--- src/rtl/gci_node_irq_req.sv ---
// Purpose: GCI node IRQ source; edge-detects local events, queues cause codes, requests the bus arbiter.
// Latency: event edge -> pending +1 cycle -> FIFO push +1 cycle -> oIRQ in the same cycle the entry becomes visible.
// Backpressure: full FIFO parks causes in b_pending; iIRQ_BUSY/iIRQ_ENABLE hold off new requests, never a raised one.
//
// Ports:
//   iCLOCK, iRESET         clock, asynchronous active-high reset
//   iEVENT, iEVENT_MASK    event levels (rising edge = event) and per-source enable
//   iIRQ_ENABLE, iIRQ_BUSY global request enable, arbiter busy
//   oIRQ, iIRQ_ACK         request to / grant from the arbiter
//   oCAUSE_VALID, oCAUSE   head of cause FIFO
//   iCAUSE_POP             software pops head cause
//   oFIFO_COUNT            entries held
//   oCOALESCE, iCOALESCE_CLR sticky "event hit an already-pending source" flag and its clear

// Small generic FIFO: caller guarantees push only when not full, pop only when not empty.
// Latency: pushed entry visible at oHead/oCount the cycle after the push.
// Backpressure: none internally; oCount tells the caller when it is full or empty.
module gci_node_irq_req_fifo #(
    parameter int P_W       = 3,
    parameter int P_DEPTH   = 4,
    parameter int P_DEPTH_N = 2
) (
    input  logic                 iCLOCK,
    input  logic                 iRESET,
    input  logic                 iPush,
    input  logic [P_W-1:0]       iPushData,
    input  logic                 iPop,
    output logic [P_W-1:0]       oHead,
    output logic [P_DEPTH_N:0]   oCount
);
    logic [P_W-1:0]       mem [P_DEPTH];
    logic [P_DEPTH_N-1:0] wrPtr;
    logic [P_DEPTH_N-1:0] rdPtr;
    logic [P_DEPTH_N:0]   count;

    always_ff @(posedge iCLOCK or posedge iRESET) begin
        if (iRESET) begin
            wrPtr <= '0;
            rdPtr <= '0;
            count <= '0;
            for (int i = 0; i < P_DEPTH; i++) mem[i] <= '0;
        end else begin
            if (iPush) begin
                mem[wrPtr] <= iPushData;
                wrPtr      <= wrPtr + 1'b1;
            end
            if (iPop) rdPtr <= rdPtr + 1'b1;
            case ({iPush, iPop})
                2'b10:   count <= count + 1'b1;
                2'b01:   count <= count - 1'b1;
                default: count <= count;
            endcase
        end
    end

    assign oHead  = mem[rdPtr];
    assign oCount = count;
endmodule

module gci_node_irq_req #(
    parameter int P_SRC_N        = 8,
    parameter int P_SRC_N_W      = 3,
    parameter int P_FIFO_DEPTH   = 4,
    parameter int P_FIFO_DEPTH_N = 2
) (
    input  logic                      iCLOCK,
    input  logic                      iRESET,
    input  logic [P_SRC_N-1:0]        iEVENT,
    input  logic [P_SRC_N-1:0]        iEVENT_MASK,
    input  logic                      iIRQ_ENABLE,
    input  logic                      iIRQ_BUSY,
    output logic                      oIRQ,
    input  logic                      iIRQ_ACK,
    output logic                      oCAUSE_VALID,
    output logic [P_SRC_N_W-1:0]      oCAUSE,
    input  logic                      iCAUSE_POP,
    output logic [P_FIFO_DEPTH_N:0]   oFIFO_COUNT,
    output logic                      oCOALESCE,
    input  logic                      iCOALESCE_CLR
);
    localparam int CNT_W = P_FIFO_DEPTH_N + 1;

    typedef enum logic [1:0] {ST_IDLE, ST_REQ, ST_HOLD} state_t;

    state_t               state;
    logic [P_SRC_N-1:0]   b_event_prev;
    logic [P_SRC_N-1:0]   b_pending;
    logic [CNT_W-1:0]     b_undeliv;
    logic [CNT_W-1:0]     undelivNext;
    logic [CNT_W-1:0]     fifoCount;
    logic [P_SRC_N-1:0]   edgeDet;
    logic [P_SRC_N-1:0]   clrMask;
    logic [P_SRC_N_W-1:0] pushIdx;
    logic                 pushEn;
    logic                 popEn;
    logic                 ackDec;
    logic                 popDiscard;
    logic                 coalesceSet;

    assign edgeDet = iEVENT & ~b_event_prev & iEVENT_MASK;

    // Lowest-index pending source wins: scan downward so the last hit is the lowest.
    always_comb begin
        pushIdx = '0;
        for (int i = P_SRC_N - 1; i >= 0; i--) begin
            if (b_pending[i]) pushIdx = P_SRC_N_W'(i);
        end
    end

    // Full test uses the registered count, so a same-cycle pop does not open a slot.
    assign pushEn  = (|b_pending) && (fifoCount != CNT_W'(P_FIFO_DEPTH));
    assign clrMask = pushEn ? (P_SRC_N'(1) << pushIdx) : '0;
    assign popEn   = iCAUSE_POP && (fifoCount != '0);

    // A bit being drained this cycle is not "already pending" for a new edge.
    assign coalesceSet = |(edgeDet & b_pending & ~clrMask);

    // Grants are counted only while something is undelivered; a late grant for a
    // discarded head saturates at zero. A discard plus a grant in one cycle
    // refers to the same cause, hence a single decrement.
    assign ackDec     = (state == ST_REQ) && iIRQ_ACK && (b_undeliv != '0);
    assign popDiscard = popEn && (b_undeliv == fifoCount);

    always_comb begin
        case ({pushEn, ackDec || popDiscard})
            2'b10:   undelivNext = b_undeliv + CNT_W'(1);
            2'b01:   undelivNext = b_undeliv - CNT_W'(1);
            default: undelivNext = b_undeliv;
        endcase
    end

    gci_node_irq_req_fifo #(
        .P_W       (P_SRC_N_W),
        .P_DEPTH   (P_FIFO_DEPTH),
        .P_DEPTH_N (P_FIFO_DEPTH_N)
    ) u_fifo (
        .iCLOCK    (iCLOCK),
        .iRESET    (iRESET),
        .iPush     (pushEn),
        .iPushData (pushIdx),
        .iPop      (popEn),
        .oHead     (oCAUSE),
        .oCount    (fifoCount)
    );

    assign oFIFO_COUNT  = fifoCount;
    assign oCAUSE_VALID = (fifoCount != '0);

    always_ff @(posedge iCLOCK or posedge iRESET) begin
        if (iRESET) begin
            b_event_prev <= '0;
            b_pending    <= '0;
            b_undeliv    <= '0;
            oCOALESCE    <= 1'b0;
        end else begin
            b_event_prev <= iEVENT;
            b_pending    <= (b_pending & ~clrMask) | edgeDet;
            b_undeliv    <= undelivNext;
            if (coalesceSet)        oCOALESCE <= 1'b1;
            else if (iCOALESCE_CLR) oCOALESCE <= 1'b0;
        end
    end

    // Request FSM. Entry into REQ looks at the post-push count so a cause pushed
    // this cycle raises oIRQ together with oCAUSE_VALID. HOLD masks the
    // arbiter's combinational ACK for one cycle after a grant.
    always_ff @(posedge iCLOCK or posedge iRESET) begin
        if (iRESET) begin
            state <= ST_IDLE;
            oIRQ  <= 1'b0;
        end else begin
            case (state)
                ST_IDLE: begin
                    if ((undelivNext != '0) && iIRQ_ENABLE && !iIRQ_BUSY) begin
                        state <= ST_REQ;
                        oIRQ  <= 1'b1;
                    end
                end
                ST_REQ: begin
                    if (iIRQ_ACK) begin
                        state <= ST_HOLD;
                        oIRQ  <= 1'b0;
                    end
                end
                ST_HOLD: begin
                    state <= ST_IDLE;
                    oIRQ  <= 1'b0;
                end
                default: begin
                    state <= ST_IDLE;
                    oIRQ  <= 1'b0;
                end
            endcase
        end
    end
endmodule

--- config.mk ---
export PLATFORM = sky130hd
export DESIGN_NAME = gci_node_irq_req
export DESIGN_NICKNAME = d
export VERILOG_FILES = /design/src/rtl/gci_node_irq_req.sv
export SDC_FILE = /design/constraint.sdc
export NUM_CORES = 1
export LEC_CHECK = 0
export CORE_MARGIN = 4
export CORE_UTILIZATION = 40
export CTS_CLUSTER_SIZE = 25
export DETAILED_ROUTE_END_ITERATION = 7
export GPL_TIMING_DRIVEN = 1
export PLACE_DENSITY = 0.65
export SLEW_MARGIN = 20
export SYNTH_ARGS = -nofsm -noshare
export SYNTH_HDL_FRONTEND = slang
export SYNTH_SLANG_ARGS = --single-unit
export TNS_END_PERCENT = 30
--- constraint.sdc ---
create_clock -name iCLOCK -period 2.72 [get_ports iCLOCK]
set_input_delay 0.544 -clock iCLOCK [delete_from_list [all_inputs] [get_ports iCLOCK]]
set_output_delay 0.544 -clock iCLOCK [all_outputs]
set_load 0.02 [all_outputs]
; ---- Word-level counts from Yosys, hierarchy flattened
; Cells that the tools add are included.
[op_classes]
n_addsub = 6
order_cmp = 3
n_eq_ne = 9
n_shift = 1
n_mux = 25
bitwise_logic = 10
n_reduce_logical = 19
[ops]
columns = op, count
row1 = bitwise AND 8 bit, 5
row2 = two-way mux 3 bit, 11
row3 = inverter 8 bit, 2
row4 = OR reduction 8 bit, 2
row5 = bitwise mux 12 bit, 1
row6 = one-hot mux 3 bit (2 select lines), 2
row7 = nonzero test 3 bit, 3
row8 = logical AND 1 bit, 8
row9 = two-way mux 8 bit, 1
row10 = OR 8 bit, 1
row11 = left shift 1 x 3 -> 8 bit (first input constant), 1
row12 = adder 3 x 1 -> 3 bit (second input constant), 2
row13 = binary-select mux 3 bit (select 2 bit), 1
row14 = demux 3 bit (select 2 bit), 1
row15 = equality test 2 x 1 -> 1 bit (second input constant), 3
row16 = greater-or-equal comparator 3 bit (second input constant), 2
row17 = inverter 2 -> 3 bit, 2
row18 = subtractor 3 x 1 -> 3 bit (second input constant), 2
row19 = adder 2 x 1 -> 2 bit (second input constant), 2
row20 = equality test 2 bit (second input constant), 2
row21 = two-way mux 1 bit, 4
row22 = two-way mux 2 bit, 2
row23 = inequality test 2 bit (second input constant), 2
row24 = one-hot mux 2 bit (2 select lines), 1
row25 = 9 further kinds, 10
[word_totals]
regBits = 42
wordCells = 86

; ---- Depth between registers and ports, before layout
[logic_depth]
word_depth = 14
mapped_depth = 10

; ---- By module
; Synthesis repeated with hierarchy kept, for this count alone.
[unflattened]
cells_unflattened = 175
hier_area_um2 = 1998.2
[modules_own_cells]
columns = mod, n_inst, cells_per_inst, area_each_um2, seq_area_each_um2
row1 = gci_node_irq_req, 1, 115, 1108.6, 550.5
row2 = gci_node_irq_req_fifo, 1, 60, 889.6, 475.5

; ---- Worst setup path after synthesis
; No wires, ideal clock.
[synth_timing]
path_kind = register -> register
from = register u_fifo.count[0], in the netlist u_fifo.oCount[0]
to = register state[0]
setup_ps = 131
t_arrival_ps = 2545
path_slack_ps = 44
path_stages_with_launch = 11
n_path_buf = 0
cell_sequence = dfrtp_1 -> or3_2 -> nand2_1 -> o41ai_1 -> ha_1 -> inv_1 -> fa_1 -> xor2_1 -> o21a_1 -> o41ai_1 -> nand2_1
[synth_via]
elab_chain_len = 11
[synth_rtl]
columns = item, line_no
row1 = from (decl), 34  ; logic [P_DEPTH_N:0] count;
row2 = from (signal assigned), 49  ; 2'b10: count <= count + 1'b1;
row3 = from (signal assigned), 50  ; 2'b01: count <= count - 1'b1;
row4 = from (signal assigned), 51  ; default: count <= count;
row5 = nonzero test 3 bit (*), n/a
row6 = net oCAUSE_VALID, 74  ; output logic oCAUSE_VALID,
row7 = logical AND 1 bit (*), 113  ; assign popEn = iCAUSE_POP && (fifoCount != '0);
row8 = logical AND 1 bit (*), 122  ; assign popDiscard = popEn && (b_undeliv == fifoCount);
row9 = logical OR 1 bit (*), 125  ; case ({pushEn, ackDec || popDiscard})
row10 = equality test 2 x 1 -> 1 bit / equality test 2 bit (equally long branches), 125
row11 = one-hot mux 3 bit (2 select lines) (*), 125
row12 = nonzero test 3 bit (*), 174  ; if ((undelivNext != '0) && iIRQ_ENABLE && !iIRQ_BUSY) begin
row13 = logical AND 1 bit (*) (2 in series), 174
row14 = inequality test 2 bit (no source line) (*), n/a
row15 = AND reduction 2 bit (no source line) (*), n/a
row16 = to (signal assigned), 175  ; state <= ST_REQ;
row17 = to (signal assigned), 181  ; state <= ST_HOLD;
row18 = to (signal assigned), 186  ; state <= ST_IDLE;
row19 = to (decl), 85  ; state_t state;
; Mark *: on every way through the listed nets, which the timed path passes. The rest lies on a longest branch.
; A chain may end at the register's enable or synchronous reset.

; ---- Worst setup path after layout
[layout_timing]
from = input port iCAUSE_POP
to = register state[0]
[layout_via]
elab_chain_len = 10
[layout_rtl]
columns = item, line_no
row1 = from (decl), 76  ; input logic iCAUSE_POP,
row2 = logical AND 1 bit (*), 113
row3 = logical AND 1 bit (*), 122
row4 = logical OR 1 bit (*), 125
row5 = equality test 2 x 1 -> 1 bit / equality test 2 bit (equally long branches), 125
row6 = one-hot mux 3 bit (2 select lines) (*), 125
row7 = nonzero test 3 bit (*), 174
row8 = logical AND 1 bit (*) (2 in series), 174
row9 = inequality test 2 bit (no source line) (*), n/a
row10 = AND reduction 2 bit (no source line) (*), n/a
; Mark *: on every way between the ends. The rest lies on a longest branch, timed or not.

==> out/results.txt <==
Max Cap Violations - 0
Crit path kind - in -> reg
Crit-path max FO - 2
H-tree Lvls - 2
Final Core Density - 0.5301
Max_slew headroom - 0.6256
Vias in the first global route - 1,449
Synth top area share - 0.5267
Internal power - 1.735 mW
R2R Setup Slk - 0.11 ns
First-pass GRT wire length - 6.568 mm
Initial Util - 0.4125
Minimum clock period - 2.683 ns
Via density - 4.982
Filler cell count in the final layout - 429
Gr ovfl total - 0
Post-Route WL - 3.997 mm
Syn Area/Cell - 11.67 sq um
Clk sinks - 41
Gr usage total - 0.1359
Initial antenna violation count - 0
CP Launch Type - input pin
Yosys top cell by area - dfrtp_1
Core Area - 4723 sq um
Adder-Cell Fraction of Synth Area - 0.05909
Critical path arrival - 2.85 ns
Hold path depth - 1
Setup violations, final - 0
Worst skew pair latency - 0.29 ns
Post-Synth Simple-Gate Area - 0.1201
Net Switching - 1.109 mW
DRT antenna net count - 0
Critical path required time - 2.89 ns
Share of layout cells above drive strength 1 - 0.1706
Post-Syn Area - 1948 sq um
Max Buffers Root-to-Sink - 2
Layout Nets - 241
R2R depth - 10
Asr flop ratio synth - 1.000
Final RePlAce weighted congestion - 0.7807
Mapped Nets - 198
RR Endpoint - state[0]$_DFFE_PP0P_
Largest net degree at the start of global routing - 42
Worst clock skew - 0.008520 ns
Die ar. - 6051 sq um
Main combinational cell family by area after synthesis - simple AND/OR/NAND/NOR gates
Die H - 77.79 um
Sequential area share after synthesis - 0.5267
Endpoints failing hold - 0
Vias - 1,385
Buffers on Ports - 31
# IOs - 32
Avg WL per Cell - 14.38 um
Die Span X - 77.79 um
Yosys reg bits - 41
Reg power frac - 0.377
Post-route DRC - 0
Iteration-0 DRC Markers - 54
Most common library cells after synthesis - 41 x dfrtp_1, 17 x nand2_1, 16 x inv_1
Period utilisation layout - 0.9865
Post-Synthesis Cells - 167
Core Rows - 25
Switching Fraction - 0.3900
Least-Margin Pin Slew - 0.5578 ns
CTS root buffer - clkbuf_8
Post-CTS Setup Bufs - 0
Clock share of power - 0.135
Top-count cell post-synth - dfrtp_1
Detailed Routing Iterations Pass 1 - 4
Multi-input logic area - 883.3 sq um
Crit. End Element - register
Post-Synth XOR/XNOR Area - 0.04945
TNS Setup - 0 ns
Hold Path Class - reg -> reg
Fmax - 372.7 MHz
Placed insts - 270
Overall power - 2.844 mW
Post-CTS Hold Buffers - 0
Storage element area - 1027 sq um
Maximum vdd drop - 0.0004077 V
P_leak - 1.096 nW
Final slew viol count - 0
Logic pwr share - 0.488
CTS Buf Count - 5
Post-synthesis compound-gate area fraction - 0.1182
Hold Path Sink - b_pending[0]$_DFF_PP0_
CTS tree - built
Cell Pwr Density - 1136 nW/um^2
Area Overhead vs Synth - 28.52%
Largest cells by area after synthesis - dfrtp_1 53%, mux2_2 4.6%, ha_1 3.9%
Inserted Diodes - 0
Post-Layout Cell Count - 278
Worst r2r src - u_fifo.oCount[2]$_DFFE_PP0P_
Status - completed
Clock transition at path regs - 0.08 ns
HPWL after DPL - 3.047 mm
Post-synth EDFFs - 0
Post-synthesis mux area share - 0.09120
Yosys warns - 0
Worst hold start - b_event_prev[0]$_DFF_PP0_
Post-synth cell types - 47
Top_reg_cell synth - dfrtp_1
-- power by group through the flow --
| stage | combinational (mW) | sequential, mW | clock [mW] |
|---|---|---|---|
| 4_1_cts | 1.35 | 1.06 | 0.401 |
| 3_3_place_gp | 1.29 | 1.05 | 0 |
| 2_1_floorplan | 0.904 | 1.05 | 0 |
| 3_5_place_dp | 1.35 | 1.08 | 0 |
| 5_1_grt | 1.53 | 1.11 | 0.424 |
| 6_report | 1.39 | 1.07 | 0.384 |
-- final cells by class --
cell class,count,share of cell area
Clock buffer,5,0.02749
Clock inverter,3,0.006997
Inverter,16,0.02399
Multi-Input combinational cell,108,0.3528
Sequential cell,41,0.4103
Tap cell,67,0.03348
Timing Repair Buffer,38,0.1449
-- timing repair --
item,CTS,global route
gates resized for setup,0,6
hold endpoints to repair,0,0
endpoints found under the setup margin,0,1
-- how the worst max path moves through the flow --
stage	cells after the start	endpoint	startpoint	slack, ns
2_1_floorplan	10	state[0]$_DFFE_PP0P_	u_fifo.oCount[0]$_DFFE_PP0P_	0.04
3_3_place_gp	10	state[0]$_DFFE_PP0P_	iCAUSE_POP	-0.18
3_5_place_dp	10	state[0]$_DFFE_PP0P_	iCAUSE_POP	-0.25
4_1_cts	10	state[0]$_DFFE_PP0P_	iCAUSE_POP	0.06
5_1_grt	10	state[0]$_DFFE_PP0P_	iCAUSE_POP	-0.08
6_report	10	state[0]$_DFFE_PP0P_	iCAUSE_POP	0.04
-- metal layers --
metal	global-route usage	share of wire	wire length, um
met3	0.02900	0.024	96
met2	0.2346	0.54	2174
met1	0.1667	0.42	1681
met4	0.04804	0.011	45
met5	0	0	0
-- state kept, by name, summed over array words and instances, names as in the netlist, 2 cells and up --
| signal | cells |
|---|---|
| state | 2 |
| b_undeliv | 3 |
| u_fifo.wrPtr | 2 |
| u_fifo.mem | 12 |
| b_pending | 8 |
| u_fifo.oCount | 3 |
| u_fifo.rdPtr | 2 |
| b_event_prev | 8 |
-- stage by stage --
| stage | hold WS [ns] | setup slack (ns) | area [sq um] |
|---|---|---|---|
| CTS | 0.4503 | 0.05636 | 2472 |
| global placement | 0.4243 | -0.1839 | 2386 |
| global route | 0.4613 | -0.07688 | 2504 |
| detailed placement | 0.4384 | -0.2544 | 2386 |
| finish | 0.4436 | 0.03683 | 2504 |
| floorplan | 0.4167 | 0.04380 | 1948 |
-- layout by cell type (no fill, tap or decap), types with 3 or more instances in the layout --
cell type / netlist / layout
inv_1: 16 / 16
mux2_2: 8 / 8
nor2_1: 7 / 7
buf_4: 0 / 7
nor3_1: 3 / 3
clkdlybuf4s50_1: 0 / 31
mux4_2: 3 / 3
ha_1: 6 / 5
xnor2_1: 5 / 5
xor2_1: 6 / 6
o21ai_0: 8 / 8
a22o_1: 4 / 4
nand2_1: 17 / 17
clkbuf_8: 0 / 5
dfrtp_1: 41 / 40
-- critical path, cell delays in order --
cell and delay [ns]:
clkdlybuf4s50_1 0.46, nand2_1 0.07, o41ai_2 0.37, ha_2 0.24, inv_1 0.05, fa_1 0.38
xor2_1 0.17, o21a_1 0.19, o41ai_2 0.30, nand2_1 0.08
-- cell families (layout without fill, tap and decap cells) --
| group | after synthesis | after routing |
|---|---|---|
| xor+xnor | 11 | 11 |
| fa+ha+maj | 8 | 8 |
| buf+inv | 18 | 62 |
| mux | 13 | 13 |
| flops | 41 | 41 |
| compound gates | 31 | 31 |
| simple gates | 45 | 45 |
(Power assumes the default switching activity.)
